## src/rtl/ram_fifo_ctrl.sv

```systemverilog
// FIFO controller around a 64x16 async-read dual-port RAM, with a registered
// first-word-fall-through output stage (65 words of total storage).
module ram_fifo_ctrl #(
    parameter int DW           = 16,
    parameter int AW           = 6,
    parameter int AFULL_THRESH = 56
) (
    input  logic          CLK,
    input  logic          RST_n,
    input  logic          wr_valid,
    input  logic [DW-1:0] wr_data,
    output logic          wr_ready,
    output logic          rd_valid,
    output logic [DW-1:0] rd_data,
    input  logic          rd_ready,
    output logic [AW:0]   count,
    output logic          empty,
    output logic          almost_full,
    output logic          ram_we,
    output logic [AW-1:0] ram_addr,
    output logic [DW-1:0] ram_di,
    output logic [AW-1:0] ram_dpra,
    input  logic [DW-1:0] ram_dpo
);

    localparam logic [AW:0] RAM_DEPTH = (AW+1)'(1 << AW);
    localparam logic [AW:0] AFULL_CNT = (AW+1)'(AFULL_THRESH);

    logic [AW:0]   wptr_q, wptr_d;
    logic [AW:0]   rptr_q, rptr_d;
    logic          rd_valid_q, rd_valid_d;
    logic [DW-1:0] rd_data_q, rd_data_d;

    logic [AW:0]   ram_cnt;
    logic          ram_full, ram_empty;
    logic          push, pop, load;

    // Pointers carry a wrap bit so 64 stored words is distinguishable from 0.
    assign ram_cnt   = wptr_q - rptr_q;
    assign ram_full  = (ram_cnt == RAM_DEPTH);
    assign ram_empty = (ram_cnt == '0);

    // Handshakes: a word moves on a side only in a cycle where valid and ready
    // are both high; ready never depends on valid, and a stalled head
    // (rd_valid=1, rd_ready=0) keeps rd_data/rd_valid unchanged.
    assign wr_ready = !ram_full;
    assign push     = wr_valid && wr_ready;
    assign pop      = rd_valid_q && rd_ready;
    assign load     = !ram_empty && (!rd_valid_q || rd_ready);

    assign ram_we   = push;
    assign ram_addr = wptr_q[AW-1:0];
    assign ram_di   = wr_data;
    assign ram_dpra = rptr_q[AW-1:0];

    assign rd_valid    = rd_valid_q;
    assign rd_data     = rd_data_q;
    assign count       = ram_cnt + {{AW{1'b0}}, rd_valid_q};
    assign empty       = !rd_valid_q && ram_empty;
    assign almost_full = (count >= AFULL_CNT);

    always_comb begin
        wptr_d     = wptr_q;
        rptr_d     = rptr_q;
        rd_valid_d = rd_valid_q;
        rd_data_d  = rd_data_q;
        if (push) begin
            wptr_d = wptr_q + 1'b1;
        end
        // A word written this cycle is not visible here: ram_empty is registered-derived.
        if (load) begin
            rd_data_d  = ram_dpo;
            rptr_d     = rptr_q + 1'b1;
            rd_valid_d = 1'b1;
        end else if (pop) begin
            rd_valid_d = 1'b0;
        end
    end

    always_ff @(posedge CLK or negedge RST_n) begin
        if (!RST_n) begin
            wptr_q     <= '0;
            rptr_q     <= '0;
            rd_valid_q <= 1'b0;
            rd_data_q  <= '0;
        end else begin
            wptr_q     <= wptr_d;
            rptr_q     <= rptr_d;
            rd_valid_q <= rd_valid_d;
            rd_data_q  <= rd_data_d;
        end
    end

endmodule

```

## config.mk

```make
export PLATFORM = sky130hd
export DESIGN_NAME = ram_fifo_ctrl
export DESIGN_NICKNAME = d
export VERILOG_FILES = /design/src/rtl/ram_fifo_ctrl.sv
export SDC_FILE = /design/constraint.sdc
export NUM_CORES = 1
export LEC_CHECK = 0
export ABC_AREA = 1
export BUFFER_PORTS_ARGS = -buffer_cell sky130_fd_sc_hd__buf_2
export CORE_ASPECT_RATIO = 1.1
export CORE_MARGIN = 4
export CORE_UTILIZATION = 49
export DETAILED_ROUTE_END_ITERATION = 12
export GPL_TIMING_DRIVEN = 0
export PLACE_DENSITY = 0.81
export RECOVER_POWER = 100
export SLEW_MARGIN = 20
export SYNTH_ARGS = -nofsm -noshare
export SYNTH_HDL_FRONTEND = slang
export SYNTH_SLANG_ARGS = --single-unit
```

## constraint.sdc

```tcl
create_clock -name CLK -period 3.1 [get_ports CLK]
set_clock_uncertainty 0.05 [all_clocks]
set_input_delay 0.62 -clock CLK [delete_from_list [all_inputs] [get_ports CLK]]
set_output_delay 0.62 -clock CLK [all_outputs]
set_load 0.02 [all_outputs]
```

==> results of run 1 <==
## per-stage QoR
| stage | hold slack (ns) | utilization, % | std cells |
|---|---|---|---|
| final | 0.4289 | 67.65 | 437 |
| after global routing | 0.4592 | 67.65 | 437 |
| after CTS | 0.3384 | 64.37 | 426 |
| after detailed placement | 0.4087 | 61.24 | 417 |
| after global placement | 0.4055 | 61.24 | 417 |
| after floorplan | 0.2744 | - | 289 |
## what timing repair did
item | 4_1_cts | 5_1_grt
hold endpoints to repair | 0 | 0
pin swaps | 1 | 17
setup endpoints to repair | 5 | 7
resized for setup | 4 | 32
buffers inserted | 2 | 11
## report_power, final
part           total (W)  switching, W  internal [W]
clock           0.000412      0.000153      0.000260
sequential      0.000652      0.000139      0.000514
combinational    0.00257       0.00153       0.00104
## final cells by class
cell class	instances	area, µm²
multi-input cells	197	1165
flip-flops and latches	31	779.5
clock buffers	6	82.58
plain buffers	34	264.0
fillers	382	1406
repair buffers	87	447.9
inverters	26	100.1
well taps	54	67.56
clock inverters	2	35.03
## registers in the layout (all words and copies together) (netlist names)
name and count:
rd_data 16, rd_valid 1, rptr_q 7, wptr_q 7
## cells in the final DEF, fill, tap and decap left out
cell type / netlist / routed
nand2_1: 86 / 83
nand3_1: 43 / 42
buf_4: 30 / 42
clkbuf_1: 3 / 41
buf_2: 0 / 31
dfrtp_1: 31 / 28
inv_1: 24 / 20
nand2_2: 18 / 20
xor2_1: 11 / 11
nor2_1: 10 / 7
ha_1: 10 / 6
clkbuf_8: 0 / 6
inv_2: 2 / 5
nand4_1: 5 / 5
buf_6: 0 / 4
a21oi_1: 3 / 3
xnor2_1: 4 / 3
nor2_4: 2 / 3
dfrtp_2: 0 / 3
nor2_2: 0 / 2
nand2_8: 1 / 2
ha_2: 0 / 2
ha_4: 0 / 2
inv_4: 0 / 1
nand3_2: 0 / 1
xnor2_2: 0 / 1
o21ai_0: 1 / 1
nor3_4: 0 / 1
nand2_4: 1 / 1
buf_8: 1 / 1
buf_12: 1 / 1
fa_2: 0 / 1
clkbuf_4: 0 / 1
bufinv_16: 0 / 1
clkinv_2: 0 / 1
## critical path, delay by kind of cell, from the launching register on
family        cells  cell delay, ns
buf+inv           4            0.40
flops             1            0.40
fa+ha+maj         2            0.70
xor+xnor          1            0.15
simple gates      4            0.39
## per-layer routing
layer | up-vias | track usage, %
met5 | - | 0
met4 | 0 | 6.391
met2 | 59 | 32.24
met3 | 7 | 4.609
li1 | 1068 | -
met1 | 966 | 22.46
## cell families (layout without fill, tap and decap cells)
| group | after synthesis | count (layout) | synth area share [%] |
|---|---|---|---|
| buffers and inverters | 61 | 155 | 16.59 |
| xor gates and xnor gates | 15 | 15 | 5.905 |
| DFF | 31 | 31 | 34.87 |
| AOI/OAI and AO/OA | 4 | 4 | 0.8995 |
| and+or+nand+nor | 167 | 167 | 35.21 |
| adders and majority gates | 11 | 11 | 6.524 |
## final timing paths
path                                         from                      end  slack, ns  cells after the start
setup / recovery            wptr_q[0]$_DFFE_PN0P_                 count[5]       0.10                     11
max in group asynchronous                   RST_n    rptr_q[3]$_DFFE_PN0P_       1.21                      1
hold reg to reg            rd_data[1]$_DFFE_PN0P_   rd_data[1]$_DFFE_PN0P_       0.43                      2
hold / removal             rd_data[1]$_DFFE_PN0P_   rd_data[1]$_DFFE_PN0P_       0.43                      2
setup reg to reg            wptr_q[0]$_DFFE_PN0P_  rd_data[11]$_DFFE_PN0P_       0.82                     15
min in group asynchronous                   RST_n   rd_data[0]$_DFFE_PN0P_       0.70                      1
==> results.txt, run 1 <==
required time worst endpoint -> 2.43 ns
Clock Tree Buf Depth -> 2
cell area after layout -> 0.002942 mm²
Core ar. -> 0.004348 mm²
crit path cell chain -> inv_2, ha_4, inv_4, fa_2, buf_6, nand2_1, nor2_1, nand3_1, nor2_1, xor2_1, buf_4
# diodes -> 0
final setup fails -> 0
setup_tns -> 0 ns
Achievable Freq -> 333.6 MHz
Post-synth EDFFs -> 0
RD Place Congestion -> 0.8216
Setup CP Type -> reg -> out
fin crit period -> 2.997 ns
critical path arrival -> 2.33 ns
HPWL Detailed -> 3839 µm
syn_nets -> 336
total power draw -> 0.003636 W
pwr dens -> 1236 mW/mm²
grt total ovfl -> 0
CP peak stage delay -> 0.57 ns
Die Ht -> 78.67 µm
asr flop ratio synth -> 100.0%
die span in x -> 72.25 µm
ys flop type -> dfrtp_1
Lkg Pwr -> 1.566 nW
max_cap viols -> 1
met1 wire length -> 2272 µm
Final Max Tran Viols -> 32
Hold Vio Cnt, Final -> 0
H-tree Lvls -> 2
ANT nets after route -> 0
drt pass-1 iters -> 4
Clk Latency, worst-skew pair -> 0.28 ns
CP max-delay cell -> fa_2
Post-Route WL -> 5331 µm
setup ws final -> 0.1027 ns
total die area -> 0.005684 mm²
Seq/Total Area, Yosys -> 34.87%
Post-synth top cells -> nand2_1 (86), nand3_1 (43), dfrtp_1 (31)
Vias -> 2100
failing checks -> max-capacitance violations, max-slew violations
Final Net Count -> 429
Hold Buf Count CTS -> 0
Worst Hold Class -> reg -> reg
Boundary Pins -> 92
Placement Setup Slack -> 0.09600 ns
drt wl/cell -> 12.20 µm
Cells after Synth -> 289
Mean Syn Cell Area -> 7.698 µm²
initial antenna violation count -> 0
worst slew pin tran -> 1.658 ns
Vias per Instance -> 4.805
CP endpoint kind -> output pin
Ys Warns -> 0
Max VDD drop -> 0.0005873 V
Mapped Area -> 0.002225 mm²
DR top layer -> met4
area share of the largest cell type after synthesis -> 34.87%
final worst-path cycle share -> 96.69%
Relative slew margins -> -10.57%
GRT Util Overall -> 18.74%
layout cells sized above 1 -> 34.73%
initial detailed-routing violation count -> 67
Initial Util -> 51.17%
Area contributors post-synth -> dfrtp_1 (35%), nand2_1 (15%), buf_4 (10%)
flops & latches, synth -> 31
met2 wire length -> 2689 µm
clk sink count -> 31
most common cell in the netlist -> nand2_1
clock root cell -> clkbuf_8
row cnt -> 25
clk slew on worst S/H paths -> 0.07 ns
vias in the first global route -> 1963
status -> finished, violations left
Area after DPL -> 0.002663 mm²
Area Growth Syn to Fin -> 32.23%
DRC viols -> 0
critical path peak fanout -> 3
CP most frequent cell -> nor2_1
area leader, netlist -> dfrtp_1
Met3 Wirelength -> 300 µm
Worst setup SP type -> register
first-pass GRT wire length -> 8549 µm
port bufs -> 74
RSZ-0062 raised after global routing -> true
CTS tree -> built
Netlist cell types -> 22
largest net degree at the start of global routing -> 32
TritonCTS buffer count -> 5
(Power assumes the default switching activity.)
==> run 2: changes to the inputs <==
==> constraint.sdc (replaced) <==
create_clock -name CLK -period 3.1 [get_ports CLK]
set_clock_uncertainty 0.05 [all_clocks]
set_input_delay 0.62 -clock CLK [delete_from_list [all_inputs] [get_ports CLK]]
set_output_delay 0.62 -clock CLK [all_outputs]
set_load 0.01 [all_outputs]
==> results.txt, run 2 (same netlist as run 1, synthesis figures left out) <==
Clock Tree Buf Depth -> 2
initial detailed-routing violation count -> 102
required time worst endpoint -> 2.43 ns
clk sink count -> 31
commonest non-fill, non-tap cells in the layout -> nand2_1 (85), nand3_1 (42), clkbuf_1 (40)
GRT Util Overall -> 18.71%
worst slew pin tran -> 1.662 ns
row cnt -> 25
Initial Util -> 51.17%
vias in the first global route -> 1960
total die area -> 0.005684 mm²
min-delay src -> rd_data[13]$_DFFE_PN0P_
Largest register FFs -> 16
Clk Latency, worst-skew pair -> 0.28 ns
grt total ovfl -> 0
Vias -> 2127
most used routing layer -> met2
power share of the combinational group -> 67.9%
final setup fails -> 0
Placement Setup Slack -> 0.1225 ns
critical path peak fanout -> 5
Vias per Instance -> 4.856
Net Sw Power -> 0.001566 W
first-pass GRT wire length -> 8542 µm
TritonCTS buffer count -> 5
RD Place Congestion -> 0.8216
Lkg Pwr -> 1.578 nW
Worst setup SP type -> register
port bufs -> 74
Final Max Tran Viols -> 32
clock root cell -> clkbuf_8
Internal -> 0.001739 W
Final Net Count -> 430
met2 usage -> 32.15%
# diodes -> 0
drt wl/cell -> 12.03 µm
Boundary Pins -> 92
max_cap viols -> 1
sequential power share -> 19.7%
Worst Hold Class -> reg -> reg
CTS tree -> built
Hold Buf Count CTS -> 0
Relative slew margins -> -10.83%
largest net degree at the start of global routing -> 32
DRC viols -> 0
Max VDD drop -> 0.0005015 V
die span in x -> 72.25 µm
total power draw -> 0.003304 W
fin crit period -> 2.999 ns
met3 layer usage reported by global route -> 4.609%
HPWL Detailed -> 3839 µm
CP endpoint kind -> output pin
Core ar. -> 0.004348 mm²
switch share -> 47.38%
clock power share -> 12.5%
pwr dens -> 1130 mW/mm²
Post-Route WL -> 5267 µm
Setup CP Type -> reg -> out
initial antenna violation count -> 0
final worst-path cycle share -> 96.75%
ANT nets after route -> 0
Die Ht -> 78.67 µm
routing usage on met1 -> 22.46%
clk slew on worst S/H paths -> 0.06 ns
Hold Vio Cnt, Final -> 0
Fillers -> 369
Area Growth Syn to Fin -> 31.44%
most common cell after layout, fill and taps aside -> nand2_1
critical path arrival -> 2.33 ns
layout cells sized above 1 -> 34.38%
setup ws final -> 0.1009 ns
Achievable Freq -> 333.4 MHz
drt pass-1 iters -> 4
failing checks -> max-capacitance violations, max-slew violations
status -> finished, violations left
Critical R2R Launch -> rptr_q[0]$_DFFE_PN0P_
crit path from -> rptr_q[0]$_DFFE_PN0P_
H-tree Lvls -> 2
## run 2: final cells by class
cell class,count,area (µm²),share of cell area (%)
Inverter,26,97.59,3.338
Tap cell,54,67.56,2.311
Buffer,34,264.0,9.029
Timing Repair Buffer,88,427.9,14.63
Sequential cell,31,779.5,26.66
Clock inverter,2,35.03,1.198
Clock buffer,6,82.58,2.824
Multi-Input combinational cell,197,1170,40.01
## run 2: repair_timing
item	4_1_cts	5_1_grt
hold endpoints to repair	0	0
pin swaps	1	14
resized for setup	3	23
setup buffers	1	13
setup endpoints to repair	5	6
## run 2: final timing paths
path                                            to  slack (ns)  depth (start not counted)
hold / removal             rd_data[13]$_DFFE_PN0P_        0.43                          2
hold reg to reg            rd_data[13]$_DFFE_PN0P_        0.43                          2
max in group asynchronous    rptr_q[0]$_DFFE_PN0P_        1.20                          1
setup / recovery                            ram_we        0.10                         11
min in group asynchronous   rd_data[6]$_DFFE_PN0P_        0.70                          1
setup reg to reg             wptr_q[4]$_DFFE_PN0P_        0.75                         12
## run 2: worst max-delay path, cell delays in order, from the launching register on
cell and delay [ns]:
dfrtp_2 0.45, ha_4 0.17, inv_2 0.07, fa_2 0.47, buf_6 0.15, nor3_4 0.16
nand2_2 0.12, nor2_4 0.13, nand2_4 0.09, nand2_4 0.09, inv_1 0.04, buf_2 0.13
## run 2: metrics by stage
step | util [%] | hold slack (ns) | cells | area [µm²] | TNS [ns]
4_1_cts | 64.14 | 0.3384 | 425 | 2789 | -0.02570
2_1_floorplan | - | 0.2744 | 289 | 2225 | 0
3_3_place_gp | 61.24 | 0.4055 | 417 | 2663 | 0
3_5_place_dp | 61.24 | 0.4087 | 417 | 2663 | 0
5_1_grt | 67.25 | 0.4592 | 438 | 2924 | -0.1102
6_report | 67.25 | 0.4294 | 438 | 2924 | 0
## run 2: power groups by stage
stage | combinational [W] | clock, W | sequential (W)
after floorplan | 0.00142 | 0 | 0.000640
after global placement | 0.00189 | 0 | 0.000646
after detailed placement | 0.00194 | 0 | 0.000651
after CTS | 0.00197 | 0.000419 | 0.000643
after global routing | 0.00249 | 0.000436 | 0.000669
final | 0.00224 | 0.000412 | 0.000650
## run 2: per-layer routing
| metal | vias to the layer above | share of wire [%] |
|---|---|---|
| li1 | 1070 | - |
| met1 | 970 | 42 |
| met2 | 80 | 50 |
| met3 | 7 | 6.5 |
| met4 | 0 | 1.3 |
| met5 | - | 0 |
